File: config.mk
export PLATFORM = sky130hd
export DESIGN_NAME = raw_fifo_writer
export DESIGN_NICKNAME = d
export VERILOG_FILES = /design/src/rtl/raw_wr_defs.sv /design/src/rtl/sat_counter.sv /design/src/rtl/raw_fifo_writer.sv
export SDC_FILE = /design/constraint.sdc
export NUM_CORES = 1
export LEC_CHECK = 0
export BUFFER_PORTS_ARGS = -buffer_cell sky130_fd_sc_hd__buf_2
export CORE_MARGIN = 4
export CORE_UTILIZATION = 58
export DETAILED_ROUTE_END_ITERATION = 10
export HOLD_SLACK_MARGIN = 0.15
export PLACE_DENSITY = 0.81
export SLEW_MARGIN = 20
export SYNTH_ARGS = -nofsm -noshare
export SYNTH_HDL_FRONTEND = slang
export SYNTH_SLANG_ARGS = --single-unit
File: constraint.sdc
create_clock -name clk -period 3.6 [get_ports clk]
set_clock_uncertainty 0.05 [all_clocks]
set_input_delay 0.54 -clock clk [delete_from_list [all_inputs] [get_ports clk]]
set_output_delay 0.54 -clock clk [all_outputs]
set_load 0.005 [all_outputs]
File: src/rtl/raw_wr_defs.sv
// Shared definitions for the raw-pixel FIFO write side: FSM encoding and
// word-format constants used by raw_fifo_writer.
package raw_wr_defs;

    typedef enum logic [2:0] {
        WAIT_FS  = 3'd0,
        IN_FRAME = 3'd1,
        LINE     = 3'd2,
        PAD      = 3'd3,
        DROP     = 3'd4
    } wr_state_t;

    localparam int RAW_W  = 8;
    localparam int WORD_W = 16;

    localparam logic [RAW_W-1:0] PAD_DEFAULT = 8'h00;

    // The HDMI reader only looks at the low byte; the upper byte is always zero.
    function automatic logic [WORD_W-1:0] pack_word(input logic [RAW_W-1:0] pix);
        return {{(WORD_W-RAW_W){1'b0}}, pix};
    endfunction

endpackage

File: src/rtl/sat_counter.sv
// Saturating up-counter with synchronous clear; holds at all-ones.
module sat_counter #(
    parameter int W = 16
) (
    input  logic         clk,
    input  logic         rst_n,
    input  logic         inc,
    input  logic         clr,
    output logic [W-1:0] count
);

    always_ff @(posedge clk or negedge rst_n) begin
        if (!rst_n) begin
            count <= '0;
        end else if (clr) begin
            count <= '0;
        end else if (inc && (count != {W{1'b1}})) begin
            count <= count + W'(1);
        end
    end

endmodule

File: src/rtl/raw_fifo_writer.sv
// Write side of the raw-pixel FIFO: forces every frame to exactly
// V_ACTIVE lines of H_ACTIVE words (pad short, truncate long, resync on overflow).
module raw_fifo_writer
    import raw_wr_defs::*;
#(
    parameter int               H_ACTIVE  = 1280,
    parameter int               V_ACTIVE  = 720,
    parameter logic [RAW_W-1:0] PAD_VALUE = PAD_DEFAULT,
    parameter int               CNT_W     = 12
) (
    input  logic              clk,
    input  logic              rst_n,
    input  logic              pix_fs,
    input  logic              pix_fe,
    input  logic              pix_lv,
    input  logic              pix_valid,
    input  logic [RAW_W-1:0]  pix_data,
    input  logic              fifo_full,
    output logic              fifo_wr_en,
    output logic [WORD_W-1:0] fifo_wr_data,
    output logic              frame_done,
    output logic              err_sticky,
    input  logic              err_clr,
    output logic [15:0]       ovf_cnt,
    output logic [2:0]        dbg_state
);

    // Handshake: there is no back-pressure toward the pixel source. A pixel
    // is accepted on any edge where pix_lv & pix_valid; the FIFO accepts a
    // word on every edge where fifo_wr_en is high, and fifo_full must already
    // be high while at least 2 entries remain so the registered strobe is safe.

    localparam logic [CNT_W-1:0] H_MAX = CNT_W'(H_ACTIVE);
    localparam logic [CNT_W-1:0] V_MAX = CNT_W'(V_ACTIVE);

    wr_state_t        state_q, state_d;
    logic [CNT_W-1:0] pix_cnt_q, pix_cnt_d;
    logic [CNT_W-1:0] line_cnt_q, line_cnt_d;
    logic             fe_pend_q, fe_pend_d;
    logic             skip_q, skip_d;
    logic             wr_en_d;
    logic [RAW_W-1:0] wr_byte_d;
    logic             done_d;
    logic             err_set;
    logic             ovf_evt;

    logic pix_take;
    logic pix_room;
    logic pad_last;
    logic lines_done;

    assign pix_take   = pix_lv & pix_valid;
    assign pix_room   = (pix_cnt_q < H_MAX);
    assign pad_last   = ((pix_cnt_q + CNT_W'(1)) == H_MAX);
    assign lines_done = (line_cnt_q == V_MAX);

    always_comb begin
        state_d    = state_q;
        pix_cnt_d  = pix_cnt_q;
        line_cnt_d = line_cnt_q;
        fe_pend_d  = fe_pend_q;
        skip_d     = skip_q;
        wr_en_d    = 1'b0;
        wr_byte_d  = pix_data;
        done_d     = 1'b0;
        err_set    = 1'b0;
        ovf_evt    = 1'b0;

        case (state_q)
            WAIT_FS: begin
                if (pix_fs) begin
                    state_d    = IN_FRAME;
                    line_cnt_d = '0;
                    pix_cnt_d  = '0;
                    fe_pend_d  = 1'b0;
                    skip_d     = 1'b0;
                end
            end

            IN_FRAME: begin
                if (pix_fe || fe_pend_q) begin
                    // Frame end is judged first; a coincident fs then reopens a frame.
                    fe_pend_d = 1'b0;
                    if (lines_done) done_d  = 1'b1;
                    else            err_set = 1'b1;
                    state_d = WAIT_FS;
                    if (pix_fs) begin
                        state_d    = IN_FRAME;
                        line_cnt_d = '0;
                        pix_cnt_d  = '0;
                    end
                end else if (pix_fs) begin
                    err_set    = 1'b1;
                    line_cnt_d = '0;
                    pix_cnt_d  = '0;
                end else if (pix_take) begin
                    state_d = LINE;
                    if (lines_done) begin
                        err_set   = 1'b1;
                        skip_d    = 1'b1;
                        pix_cnt_d = '0;
                    end else if (fifo_full) begin
                        ovf_evt = 1'b1;
                        err_set = 1'b1;
                        state_d = DROP;
                    end else begin
                        wr_en_d   = 1'b1;
                        pix_cnt_d = CNT_W'(1);
                        skip_d    = 1'b0;
                    end
                end
            end

            LINE: begin
                if (pix_fs) begin
                    err_set    = 1'b1;
                    state_d    = IN_FRAME;
                    line_cnt_d = '0;
                    pix_cnt_d  = '0;
                    fe_pend_d  = 1'b0;
                    skip_d     = 1'b0;
                end else if (!pix_lv || pix_fe) begin
                    if (pix_fe) fe_pend_d = 1'b1;
                    skip_d = 1'b0;
                    if (skip_q) begin
                        state_d   = IN_FRAME;
                        pix_cnt_d = '0;
                    end else if (pix_room) begin
                        state_d = PAD;
                        err_set = 1'b1;
                    end else begin
                        state_d    = IN_FRAME;
                        line_cnt_d = line_cnt_q + CNT_W'(1);
                        pix_cnt_d  = '0;
                    end
                end else if (pix_valid && !skip_q) begin
                    if (!pix_room) begin
                        err_set = 1'b1;
                    end else if (fifo_full) begin
                        ovf_evt = 1'b1;
                        err_set = 1'b1;
                        state_d = DROP;
                    end else begin
                        wr_en_d   = 1'b1;
                        pix_cnt_d = pix_cnt_q + CNT_W'(1);
                    end
                end
            end

            PAD: begin
                if (pix_fs) begin
                    err_set    = 1'b1;
                    state_d    = IN_FRAME;
                    line_cnt_d = '0;
                    pix_cnt_d  = '0;
                    fe_pend_d  = 1'b0;
                    skip_d     = 1'b0;
                end else begin
                    if (pix_fe) fe_pend_d = 1'b1;
                    if (pix_take) begin
                        err_set = 1'b1;
                        state_d = DROP;
                    end else if (fifo_full) begin
                        ovf_evt = 1'b1;
                        err_set = 1'b1;
                        state_d = DROP;
                    end else begin
                        wr_en_d   = 1'b1;
                        wr_byte_d = PAD_VALUE;
                        pix_cnt_d = pix_cnt_q + CNT_W'(1);
                        if (pad_last) begin
                            state_d    = IN_FRAME;
                            line_cnt_d = line_cnt_q + CNT_W'(1);
                            pix_cnt_d  = '0;
                        end
                    end
                end
            end

            DROP: begin
                if (pix_fs) begin
                    state_d    = IN_FRAME;
                    line_cnt_d = '0;
                    pix_cnt_d  = '0;
                    fe_pend_d  = 1'b0;
                    skip_d     = 1'b0;
                end
            end

            default: begin
                state_d = WAIT_FS;
            end
        endcase
    end

    always_ff @(posedge clk or negedge rst_n) begin
        if (!rst_n) begin
            state_q      <= WAIT_FS;
            pix_cnt_q    <= '0;
            line_cnt_q   <= '0;
            fe_pend_q    <= 1'b0;
            skip_q       <= 1'b0;
            fifo_wr_en   <= 1'b0;
            fifo_wr_data <= '0;
            frame_done   <= 1'b0;
            err_sticky   <= 1'b0;
        end else begin
            state_q    <= state_d;
            pix_cnt_q  <= pix_cnt_d;
            line_cnt_q <= line_cnt_d;
            fe_pend_q  <= fe_pend_d;
            skip_q     <= skip_d;
            fifo_wr_en <= wr_en_d;
            if (wr_en_d) fifo_wr_data <= pack_word(wr_byte_d);
            frame_done <= done_d;
            // A fresh error outranks a clear arriving on the same edge.
            err_sticky <= err_set | (err_sticky & ~err_clr);
        end
    end

    sat_counter #(.W(16)) u_ovf_cnt (
        .clk   (clk),
        .rst_n (rst_n),
        .inc   (ovf_evt),
        .clr   (1'b0),
        .count (ovf_cnt)
    );

    assign dbg_state = state_q;

endmodule
==> summary.md <==
| Metric | Value |
|---|---|
| CTS H-Tree Depth | 2 |
| Synth cell count leaders | dfrtp_1, nand2_1, nor2_1, o21ai_0, nand3_1 |
| Total GRT Usage | 23.2% |
| Multi-input logic area | 0.00204 mm² |
| Leading area contributor after synthesis | dfrtp_1 |
| Reg clk slew, reported paths | 0.10 ns |
| Clock Sinks | 56 |
| Setup crit end | line_cnt_q[11]$_DFFE_PN0P_ |
| Cell Area, Synth | 0.00367 mm² |
| F_max | 0.324 GHz |
| CTS tree | built |
| Layout cells sized above 1 | 18.6% |
| Global-route wire length before repair | 14,400 µm |
| Die X | 87.6 µm |
| Met3 routed wirelength | 506 µm |
| Share of the synthesized area in the top cell type | 38.1% |
| Number of failing hold endpoints at the final stage | 0 |
| Syn avg cell area | 9.05 µm² |
| Slew @ Worst Pin | 0.744 ns |
| Nets | 461 |
| Total of max-cap violations | 0 |
| FF+latch count, synth | 56 |
| Power, Total | 1.97 mW |
| CTS resizes | 0 |
| Post-Synthesis Cells | 406 |
| Met2 WL post-DR | 4090 µm |
| Drt total wl | 8490 µm |
| Number of hold buffers added after cts | 0 |
| Area grow syn2layout | 8.00% |
| Outcome | finished clean |
| First DRT Iteration DRCs | 243 |
| Synth warn | 0 |
| Int Power | 1.21 mW |
| Sequential Power Share | 42.6% |
| Fraction of registers with async set/reset | 100% |
| Pwr/cell area | 497 mW/mm² |
| Top-count cell post-synth | dfrtp_1 |
| Post-synth EDFFs | 0 |
| Number of I/O port buffers | 45 |
| DRT Pass-1 Iters | 5 |
| Worst reg-to-reg setup slack | 0.51 ns |
| Crit path kind | reg -> reg |
| RR Endpoint | line_cnt_q[11]$_DFFE_PN0P_ |
| Commonest register cell after synthesis | dfrtp_1 |
| RSZ-0062 raised after global routing | no |
| Max FO, Critical Path | 10 |
| R2R Path Start | pix_cnt_q[0]$_DFFE_PN0P_ |
| Largest net degree at the start of global routing | 34 |
| DP Wirelength | 6130 µm |
| Die Ht | 87.6 µm |
| FF/Latch Area | 0.00140 mm² |
| Setup TNS | 0 ns |
| Vias/cell | 6.26 |
| CP endpoint kind | flip-flop |
| Post-synthesis sequential area ratio | 38.1% |
| Clock share of power | 18.5% |
| Via count | 3,232 |
| Initial Util | 61.0% |
| Clock root cell | clkbuf_8 |
| # fillers | 501 |
| Antenna Nets Post-Route | 0 |
| Yosys cell types | 71 |
| Crit share post-route | 85.8% |
| Clock Latency Late Sink | 0.31 ns |
| Worst min path class | in -> async |
| Final Wtd Congestion | 0.954 |
| Floorplan core area | 0.00603 mm² |
| P_leak | 1.91 nW |
| Finish-stage setup viols | 0 |
| Area contributors post-synth | dfrtp_1, nand2_1, o21ai_0 |
| R2r worst-path depth | 8 |
| Worst setup SP type | flip-flop |
| ANT cells | 0 |
| CP startpoint | pix_cnt_q[0]$_DFFE_PN0P_ |
| DRT met1 WL | 3800 µm |
| Vias in the first global route | 3,068 |
| Post CTS Setup Buffer Count | 0 |
| CTS Buf Count | 5 |
| Rows | 28 |
| I/O Pins | 54 |
| DR top layer | met4 |
| DRC Markers | 0 |
| Overflow after GRT | 0 |
| Initial antenna violation count | 0 |
| Switching Share | 38.4% |
| Max Slew Vio Count | 0 |
| Worst vdd ir | 0.000376 V |
| Final period demand of the worst path | 3.09 ns |
| Switching Power | 758 µW |
| Die Area | 0.00767 mm² |
| Worst path required time | 3.80 ns |
| Slew margin rel. | 50.4% |
| CTS Buffer Depth | 2 |
| Routed wire per std cell | 16.5 µm |
| Comb pwr share | 38.9% |
| Worst EP arrival | 3.29 ns |
-- registers in the layout, indices dropped and copies added, names as in the netlist --
signal           count
err_sticky           1
dbg_state            3
line_cnt_q          12
fe_pend_q            1
skip_q               1
fifo_wr_data         8
fifo_wr_en           1
u_ovf_cnt.count     16
frame_done           1
pix_cnt_q           12
-- stage by stage --
| stage | util, % | hold slack, ns | instance area, µm² | cells | setup WS, ns |
|---|---|---|---|---|---|
| 2_1_floorplan | - | 0.194 | 3700 | 413 | 1.04 |
| 3_3_place_gp | 64.2 | 0.440 | 3870 | 507 | 0.714 |
| 3_5_place_dp | 64.2 | 0.440 | 3870 | 507 | 0.587 |
| 4_1_cts | 65.7 | 0.266 | 3960 | 515 | 0.556 |
| 5_1_grt | 65.9 | 0.292 | 3970 | 516 | 0.362 |
| 6_report | 65.9 | 0.230 | 3970 | 516 | 0.510 |
-- logic make-up (layout without fill, tap and decap cells) --
kind of cell	after synthesis	in the layout	synth area share [%]
AO/OA/AOI/OAI	98	98	20.1
other	1	8	0.102
flip-flops	56	56	38.1
adder cells (fa/ha/maj)	5	5	1.70
multiplexers	8	8	2.35
XOR/XNOR	14	14	3.34
buffers and inverters	50	78	7.12
AND/OR/NAND/NOR	174	174	27.1
-- cell type report --
cell class / instances / area share (%)
multi-input combinational: 307 / 51.4
sequential: 56 / 35.3
timing repair buffer: 51 / 6.81
tap: 75 / 2.36
clock buffer: 7 / 2.18
inverter: 19 / 1.80
clock inverter: 1 / 0.189
-- worst max-delay path, cell delays in order (launching register included) --
cell and delay, ns:
dfrtp_1 0.52, ha_1 0.33, nand3_4 0.15, or4b_1 0.53
a211oi_2 0.28, nand4_2 0.32, a211oi_2 0.48, buf_4 0.23
a22o_1 0.13
-- power groups by stage --
stage | clock, mW | sequential [mW] | combinational, mW
floorplan | 0 | 0.835 | 0.550
global placement | 0 | 0.845 | 0.746
detailed placement | 0 | 0.848 | 0.763
CTS | 0.372 | 0.839 | 0.765
global route | 0.396 | 0.858 | 0.861
finish | 0.364 | 0.841 | 0.767
-- how the worst min path moves through the flow --
stage | from | to
after floorplan | rst_n | dbg_state[0]$_DFFE_PN0P_
after global placement | u_ovf_cnt.count[15]$_DFFE_PN0P_ | u_ovf_cnt.count[15]$_DFFE_PN0P_
after detailed placement | u_ovf_cnt.count[15]$_DFFE_PN0P_ | u_ovf_cnt.count[15]$_DFFE_PN0P_
after CTS | rst_n | pix_cnt_q[6]$_DFFE_PN0P_
after global routing | rst_n | pix_cnt_q[6]$_DFFE_PN0P_
final | rst_n | pix_cnt_q[6]$_DFFE_PN0P_
-- cell usage in the layout, fill, tap and decap left out, drive strengths merged, types with 9 or more instances in the layout --
| cell type | Yosys | layout |
|---|---|---|
| o21ai | 22 | 22 |
| dfrtp | 56 | 56 |
| nand3 | 23 | 23 |
| nand2 | 32 | 32 |
| nor3 | 21 | 21 |
| and3 | 9 | 9 |
| buf | 24 | 51 |
| a211oi | 9 | 9 |
| xor2 | 10 | 10 |
| inv | 19 | 19 |
| a21oi | 10 | 10 |
| nor2 | 28 | 28 |
| a22o | 10 | 10 |
-- per-layer routing --
layer / track usage [%] / vias up
li1: - / 1549
met4: 7.11 / 0
met2: 36.8 / 119
met1: 32.6 / 1557
met5: 0 / -
met3: 4.23 / 7
(Power assumes the default switching activity.)
